## src/rtl/vec_match_pkg.sv

```systemverilog
// Shared types for the vector match pipeline: transform select and run-detector states.
package vec_match_pkg;

  typedef enum logic [1:0] {
    MODE_PASS = 2'd0,
    MODE_INV  = 2'd1,
    MODE_MASK = 2'd2,
    MODE_REV  = 2'd3
  } mode_e;

  // Fixed encodings so older benches that peek at the raw state value keep working.
  localparam logic [1:0] ST_IDLE     = 2'd0;
  localparam logic [1:0] ST_COUNTING = 2'd1;
  localparam logic [1:0] ST_HIT      = 2'd2;

  typedef enum logic [1:0] {
    IDLE     = ST_IDLE,
    COUNTING = ST_COUNTING,
    HIT      = ST_HIT
  } run_state_e;

endpackage

```

## src/rtl/vec_xform.sv

```systemverilog
// Combinational bitwise transform of one input vector, selected by mode.
module vec_xform
  import vec_match_pkg::*;
#(
  parameter int               WIDTH   = 4,
  parameter logic [WIDTH-1:0] PATTERN = '1
) (
  input  mode_e            mode,
  input  logic [WIDTH-1:0] arr,
  output logic [WIDTH-1:0] out
);

  always_comb begin
    out = arr;
    case (mode)
      MODE_PASS: out = arr;
      MODE_INV:  out = ~arr;
      MODE_MASK: out = arr & PATTERN;
      MODE_REV: begin
        for (int i = 0; i < WIDTH; i++) begin
          out[i] = arr[WIDTH-1-i];
        end
      end
      default:   out = arr;
    endcase
  end

endmodule

```

## src/rtl/vec_match_pipe.sv

```systemverilog
// Single-register vector pipeline: transform, pattern match, saturating match count
// and detection of runs of consecutive matching beats.
//
//   state    | meaning
//   ---------+--------------------------------------------------------------
//   IDLE     | no matching beats in progress (last accepted beat mismatched)
//   COUNTING | 1..RUN_LEN-1 consecutive matching beats seen
//   HIT      | at least RUN_LEN consecutive matching beats seen
module vec_match_pipe
  import vec_match_pkg::*;
#(
  parameter int               WIDTH   = 4,
  parameter logic [WIDTH-1:0] PATTERN = '1,
  parameter int               RUN_LEN = 3,
  parameter int               CNT_W   = 8
) (
  input  logic             clk,
  input  logic             rst,
  input  logic             in_valid,
  output logic             in_ready,
  input  logic [WIDTH-1:0] arr,
  input  logic [1:0]       mode,
  input  logic             clr_count,
  output logic             out_valid,
  input  logic             out_ready,
  output logic [WIDTH-1:0] out,
  output logic             match,
  output logic             run_hit,
  output logic [CNT_W-1:0] match_count
);

  if (WIDTH < 1) begin : g_bad_width
    $fatal(1, "vec_match_pipe: WIDTH must be >= 1");
  end
  if (RUN_LEN < 1) begin : g_bad_run_len
    $fatal(1, "vec_match_pipe: RUN_LEN must be >= 1");
  end
  if (CNT_W < 1) begin : g_bad_cnt_w
    $fatal(1, "vec_match_pipe: CNT_W must be >= 1");
  end

  localparam int               RUN_W   = $clog2(RUN_LEN + 1);
  localparam logic [RUN_W:0]   RUN_TC  = (RUN_W + 1)'(RUN_LEN);
  localparam logic [RUN_W-1:0] RUN_SAT = RUN_W'(RUN_LEN);

  logic             accept;
  logic             arr_match;
  logic [WIDTH-1:0] xf_out;
  run_state_e       state_q;
  run_state_e       state_d;
  logic [RUN_W-1:0] run_q;
  logic [RUN_W-1:0] run_d;
  logic [RUN_W:0]   run_inc;

  // Output register frees up in the same cycle the consumer takes it.
  assign in_ready  = !out_valid || out_ready;
  assign accept    = in_valid && in_ready;
  assign arr_match = (arr == PATTERN);

  vec_xform #(
    .WIDTH   (WIDTH),
    .PATTERN (PATTERN)
  ) u_xform (
    .mode (mode_e'(mode)),
    .arr  (arr),
    .out  (xf_out)
  );

  // Next run state assuming the current beat is accepted; committed only on accept.
  always_comb begin
    state_d = state_q;
    run_d   = run_q;
    run_inc = {1'b0, run_q} + (RUN_W + 1)'(1);
    if (!arr_match) begin
      state_d = IDLE;
      run_d   = '0;
    end else begin
      case (state_q)
        IDLE: begin
          run_d   = RUN_W'(1);
          state_d = (RUN_LEN == 1) ? HIT : COUNTING;
        end
        COUNTING: begin
          if (run_inc >= RUN_TC) begin
            state_d = HIT;
            run_d   = RUN_SAT;
          end else begin
            state_d = COUNTING;
            run_d   = run_inc[RUN_W-1:0];
          end
        end
        HIT: begin
          state_d = HIT;
          run_d   = RUN_SAT;
        end
        default: begin
          state_d = IDLE;
          run_d   = '0;
        end
      endcase
    end
  end

  always_ff @(posedge clk) begin
    if (rst) begin
      out_valid   <= 1'b0;
      out         <= '0;
      match       <= 1'b0;
      run_hit     <= 1'b0;
      match_count <= '0;
      state_q     <= IDLE;
      run_q       <= '0;
    end else begin
      if (accept) begin
        out_valid <= 1'b1;
        out       <= xf_out;
        match     <= arr_match;
        run_hit   <= (state_d == HIT);
        state_q   <= state_d;
        run_q     <= run_d;
      end else if (out_ready) begin
        out_valid <= 1'b0;
      end

      if (clr_count) begin
        match_count <= '0;
      end else if (accept && arr_match && (match_count != '1)) begin
        match_count <= match_count + CNT_W'(1);
      end
    end
  end

endmodule

```

## config.mk

```make
export PLATFORM = sky130hd
export DESIGN_NAME = vec_match_pipe
export DESIGN_NICKNAME = d
export VERILOG_FILES = /design/src/rtl/vec_match_pkg.sv /design/src/rtl/vec_xform.sv /design/src/rtl/vec_match_pipe.sv
export SDC_FILE = /design/constraint.sdc
export NUM_CORES = 1
export LEC_CHECK = 0
export BUFFER_PORTS_ARGS = -buffer_cell sky130_fd_sc_hd__buf_2
export CAP_MARGIN = 5
export CORE_MARGIN = 2
export CORE_UTILIZATION = 49
export DETAILED_ROUTE_END_ITERATION = 6
export PLACE_DENSITY_LB_ADDON = 0.15
export SYNTH_ARGS = -nofsm -noshare
export SYNTH_HDL_FRONTEND = slang
export SYNTH_SLANG_ARGS = --single-unit
```

## constraint.sdc

```tcl
create_clock -name clk -period 4.3 [get_ports clk]
set_clock_uncertainty 0.05 [all_clocks]
set_input_delay 0.215 -clock clk [delete_from_list [all_inputs] [get_ports clk]]
set_output_delay 0.215 -clock clk [all_outputs]
set_load 0.1 [all_outputs]
```

# Word-level counts from Yosys, hierarchy flattened
# Cells that the tools add are included.
[op_classes]
add_sub_neg = 2
order_cmp = 1
n_eq_ne = 8
n_mux = 9
bitwise_logic = 1
reduce_logical = 10
[ops]
columns = ["operator", "n"]
rows = [
  ["case mux 2 bit (3 select lines)", 2],
  ["case mux 4 bit (3 select lines)", 1],
  ["adder 8 x 1 -> 8 bit (second input constant)", 1],
  ["== test 2 bit (second input constant)", 4],
  ["2-to-1 mux 2 bit", 4],
  ["!= test 8 bit (second input constant)", 1],
  ["== test 2 x 1 -> 1 bit (second input constant)", 2],
  ["== test 4 bit (second input constant)", 1],
  ["zero test 2 bit", 2],
  ["NOT 4 bit", 1],
  ["OR reduction 2 bit", 2],
  ["adder 2 x 1 -> 3 bit (second input constant)", 1],
  [">= comparator 3 x 2 -> 1 bit (second input constant)", 1],
  ["logical AND 1 bit", 3],
  ["2-to-1 mux 1 bit", 2],
  ["nonzero test 2 bit", 1],
  ["zero test 1 bit", 1],
  ["logical OR 1 bit", 1],
]
[totals]
register_bits = 19
input_bits = 11
out_inout_bits = 16
elab_cells = 38

# Longest topological paths before layout
[logic_depth]
ltp_word = 6
depth_mapped = 6
ltp_nobuf = 5

# Cells and area by module
# From an unflattened synthesis, not the netlist that was laid out.
[hier_totals]
hier_cells = 119
hier_area_um2 = 973.4
[by_module_without_submodules]
columns = ["module", "n_inst", "cells_each", "area_each_um2", "seq_area_each_um2"]
rows = [
  ["vec_match_pipe", 1, 103, 863.3, 380.4],
  ["vec_xform", 1, 16, 110.1, 0.0],
]

# Worst setup path after synthesis
# OpenSTA, ideal clock, no wires.
[synth_path]
path_kind = "reg2reg"
startpoint = "reg out_valid"
endpoint = "reg out[0]"
setup_ns = 0.132
t_arrival_ns = 2.603
required_ns = 4.118
setup_slack_ns = 1.515
path_stages_with_launch = 6
path_buffers = 1
period_less_slack_ns = 2.785
path_cell_list = "dfxtp_1 -> nand2b_1 -> and2_1 -> clkbuf_1 -> o211ai_1 -> a21oi_1"
[synth_via]
elab_chain_cells = 3
[synth_rtl]
columns = ["element", "line", "text"]
rows = [
  ["from (decl)", "vec_match_pipe.sv:24", "output logic out_valid,"],
  ["from (signal assigned)", "vec_match_pipe.sv:106", "out_valid <= 1'b0;"],
  ["from (signal assigned)", "vec_match_pipe.sv:115", "out_valid <= 1'b1;"],
  ["from (signal assigned)", "vec_match_pipe.sv:122", "out_valid <= 1'b0;"],
  ["zero test 1 bit", "vec_match_pipe.sv:56", "assign in_ready = !out_valid || out_ready;"],
  ["logical OR 1 bit", "vec_match_pipe.sv:56", ""],
  ["via in_ready", "vec_match_pipe.sv:20", "output logic in_ready,"],
  ["logical AND 1 bit", "vec_match_pipe.sv:57", "assign accept = in_valid && in_ready;"],
  ["to (signal assigned)", "vec_match_pipe.sv:116", "out <= xf_out;"],
  ["to (decl)", "vec_match_pipe.sv:26", "output logic [WIDTH-1:0] out,"],
]
# The timed path passes the listed nets, and every way through them passes these cells.
# A chain may end at the register's enable or synchronous reset.

# Final worst setup path
[layout_path]
startpoint = "reg match_count[0]"
endpoint = "reg match_count[7]"
[layout_via]
elab_chain_cells = 2
elab_cells_between_ends = 3
classes_between = "1 x add/sub; 1 x eq/ne; 1 x reduce/logical"
[layout_rtl]
columns = ["element", "line", "text"]
rows = [
  ["from (decl)", "vec_match_pipe.sv:29", "output logic [CNT_W-1:0] match_count"],
  ["from (signal assigned)", "vec_match_pipe.sv:128", "match_count <= match_count + CNT_W'(1);"],
  ["branches (longest 2 deep; another with adder 8 x 1 -> 8 bit)", "n/a", ""],
]
# Parallel ways; which one is timed is not known.

==> impl_metrics.tcl <==
set metrics [dict create \
    cts.htree.levels 1 \
    fin_crit_ns 1.68 \
    antenna_found_initial 0 \
    setup_viol 0 \
    cts_buffer_depth 2 \
    drt_wl_total_mm 1.97 \
    ys_seq_elements 19 \
    synth-seq-area-share 0.391 \
    hold_depth 3 \
    grt_start_max_net_pins 16 \
    grtUsageTotal 0.173 \
    maxSlewHeadroom 0.589 \
    die_x_um 48.5 \
    synth_cell_types 35 \
    drv_slew 0 \
    drtPass1Iterations 4 \
    ant_nets 0 \
    finalPower_mw 0.332 \
    cts_tree "built" \
    worst_path_max_delay_cell "nor2_1" \
    syn_inst 116 \
    drtIter0Drc 14 \
    rows 16 \
    nFillCells 210 \
    grt_pass1_wl_mm 3.27 \
    yosys_warnings 0 \
    tns_ns 0 \
    p_per_area_nw_per_um2 295 \
    die_area_um2 2360 \
    cts_num_sinks 19 \
    cp_max_fo 12 \
    worst_ir_drop_vdd_v 0.000188 \
    crit_arrival_ns 1.83 \
    vias 926 \
    required_ns 4.45 \
    grt.overflow.total 0 \
    cap_violations 0 \
    timing_worst_setup_path_type "flip-flop to flip-flop" \
    path_cells "ha_1 -> nand3_1 -> nor2_1 -> o311ai_0 -> o41ai_1" \
    detail_route.wl_per_cell_um 11.9 \
    port_buffers 26 \
    dieHeight_um 48.5 \
    min-delay-path-class "input port to flip-flop" \
    worst_slew_pin_slew_ns 0.614 \
    clk_pin_slew_ns 0.10 \
    nNetsFinal 152 \
    synth_fp_nets 128 \
    period_share 0.391 \
    endpoint_kind "flip-flop" \
    fin_util 0.585 \
    avgSynthCellArea_um2 8.38 \
    final_cells 166 \
    drive_gt1_frac 0.259 \
    drc 0 \
    fmax_ghz 0.595 \
    initial_core_util 0.506 \
    reg2reg_depth 5 \
    power_leakage_nw 0.452 \
    clk_latency_ns 0.29 \
    syn_to_final_growth_pct 15.6 \
    syn_area_um2 972 \
    diodes 0 \
    startpoint_type "flip-flop" \
    grt_pass1_vias 785 \
    cts_setup_buffers 0 \
    gp_congestion 0.777 \
    root_buffer "clkbuf_4" \
    hold_violations 0 \
    viasPerCell 5.58 \
    postCtsHoldBufs 0 \
    cts_resized 0 \
    slowest_delay_ns 0.49 \
    rsz0062_at_grt "false" \
    core-area_um2 1920 \
    dp_hpwl_mm 1.53 \
    status "completed" \
    placed_cells 162 \
    cts_inserted_buffers 3 \
    ios 27 \
]
-- cell families (layout without fill, tap and decap cells) --
logic type,count (synthesis),after routing,synth area share
DFF,19,19,0.391
buffers and inverters,11,34,0.0553
and+or+nand+nor,44,44,0.261
adders and majority gates,1,1,0.0129
AOI/OAI and AO/OA,37,37,0.238
muxes,4,4,0.0412
-- cell usage after synthesis (all sizes together) --
cell type	instances	area (um^2)
or2	2	12.5
a211oi	2	15.0
a22oi	1	7.51
nand3b	1	7.51
and3	1	7.51
or4	4	30.0
o211ai	4	30.0
o21ai	5	25.0
nand2	10	37.5
nand2b	1	6.26
buf	2	8.75
and4	2	20.0
o41ai	3	26.3
a21o	1	7.51
inv	4	15.0
clkbuf	5	30.0
a21oi	16	80.1
or3	2	13.8
mux2i	4	40.0
o311ai	2	17.5
dfxtp	19	380
nor2	7	26.3
nor2b	3	18.8
and2	2	13.8
ha	1	12.5
o31ai	3	22.5
nand4	2	12.5
nand3	7	47.6
-- per-stage QoR --
step	setup slack [ns]	area [um^2]	hold WS, ns
after CTS	2.62	1120	0.141
after global placement	2.74	1100	0.386
final	2.62	1120	0.152
after detailed placement	2.64	1100	0.394
after floorplan	1.51	972	0.238
after global routing	2.40	1120	0.157
-- metal layers --
| layer | vias up | track usage | part of all wire |
|---|---|---|---|
| met4 | 0 | 0.0714 | 0.013 |
| met1 | 426 | 0.191 | 0.44 |
| li1 | 480 | - | - |
| met5 | - | 0 | 0 |
| met2 | 16 | 0.329 | 0.52 |
| met3 | 4 | 0.0278 | 0.030 |
-- final timing paths --
check                                    from                          end  slack (ns)
setup / recovery  match_count[0]$_SDFFE_PP0P_  match_count[7]$_SDFFE_PP0P_        2.62
hold / removal                       in_valid       out_valid$_SDFFE_PP0P_        0.15
hold reg to reg           out[0]$_SDFFE_PP0P_          out[0]$_SDFFE_PP0P_        0.41
setup reg to reg  match_count[0]$_SDFFE_PP0P_  match_count[7]$_SDFFE_PP0P_        2.62
-- worst max-delay path: cells and delay by family (launching register included) --
kind	cells	cell delay, ns
AOI/OAI and AO/OA	2	0.30
and+or+nand+nor	2	0.59
adders and majority gates	1	0.24
DFF	1	0.41
-- area by class of cell --
cell class | instances | area (um^2) | area share
Timing Repair Buffer | 26 | 130 | 0.116
Multi-Input combinational cell | 86 | 538 | 0.479
Clock buffer | 4 | 26.3 | 0.0234
Inverter | 4 | 15.0 | 0.0134
Tap cell | 27 | 33.8 | 0.0301
Sequential cell | 19 | 380 | 0.339
-- placed cells by master (no fill, tap or decap), drive strengths merged, types with 2 or more instances in the layout --
cell type and instances:
and4 2, o41ai 3, nand4 2, nor2b 3, or4 4, nor2 7, a211oi 2, nand3 7
clkbuf 4, buf 26, o21ai 5, a21oi 16, o311ai 2, inv 4, o211ai 4, or2 2
nand2 10, mux2i 4, or3 2, and2 2, dfxtp 19, o31ai 3
-- power breakdown --
part | switching, mW | leakage (nW) | internal, mW
Sequential | 0.00190 | 0.154 | 0.180
Clock | 0.0522 | 0.0150 | 0.0361
Combinational | 0.0482 | 0.283 | 0.0135
-- state kept, by name, summed over array words and instances, names as in the netlist --
| register | count |
|---|---|
| out | 4 |
| state_q | 2 |
| match | 1 |
| out_valid | 1 |
| run_q | 2 |
| run_hit | 1 |
| match_count | 8 |
Note: power is estimated with default switching activity, not from simulation.
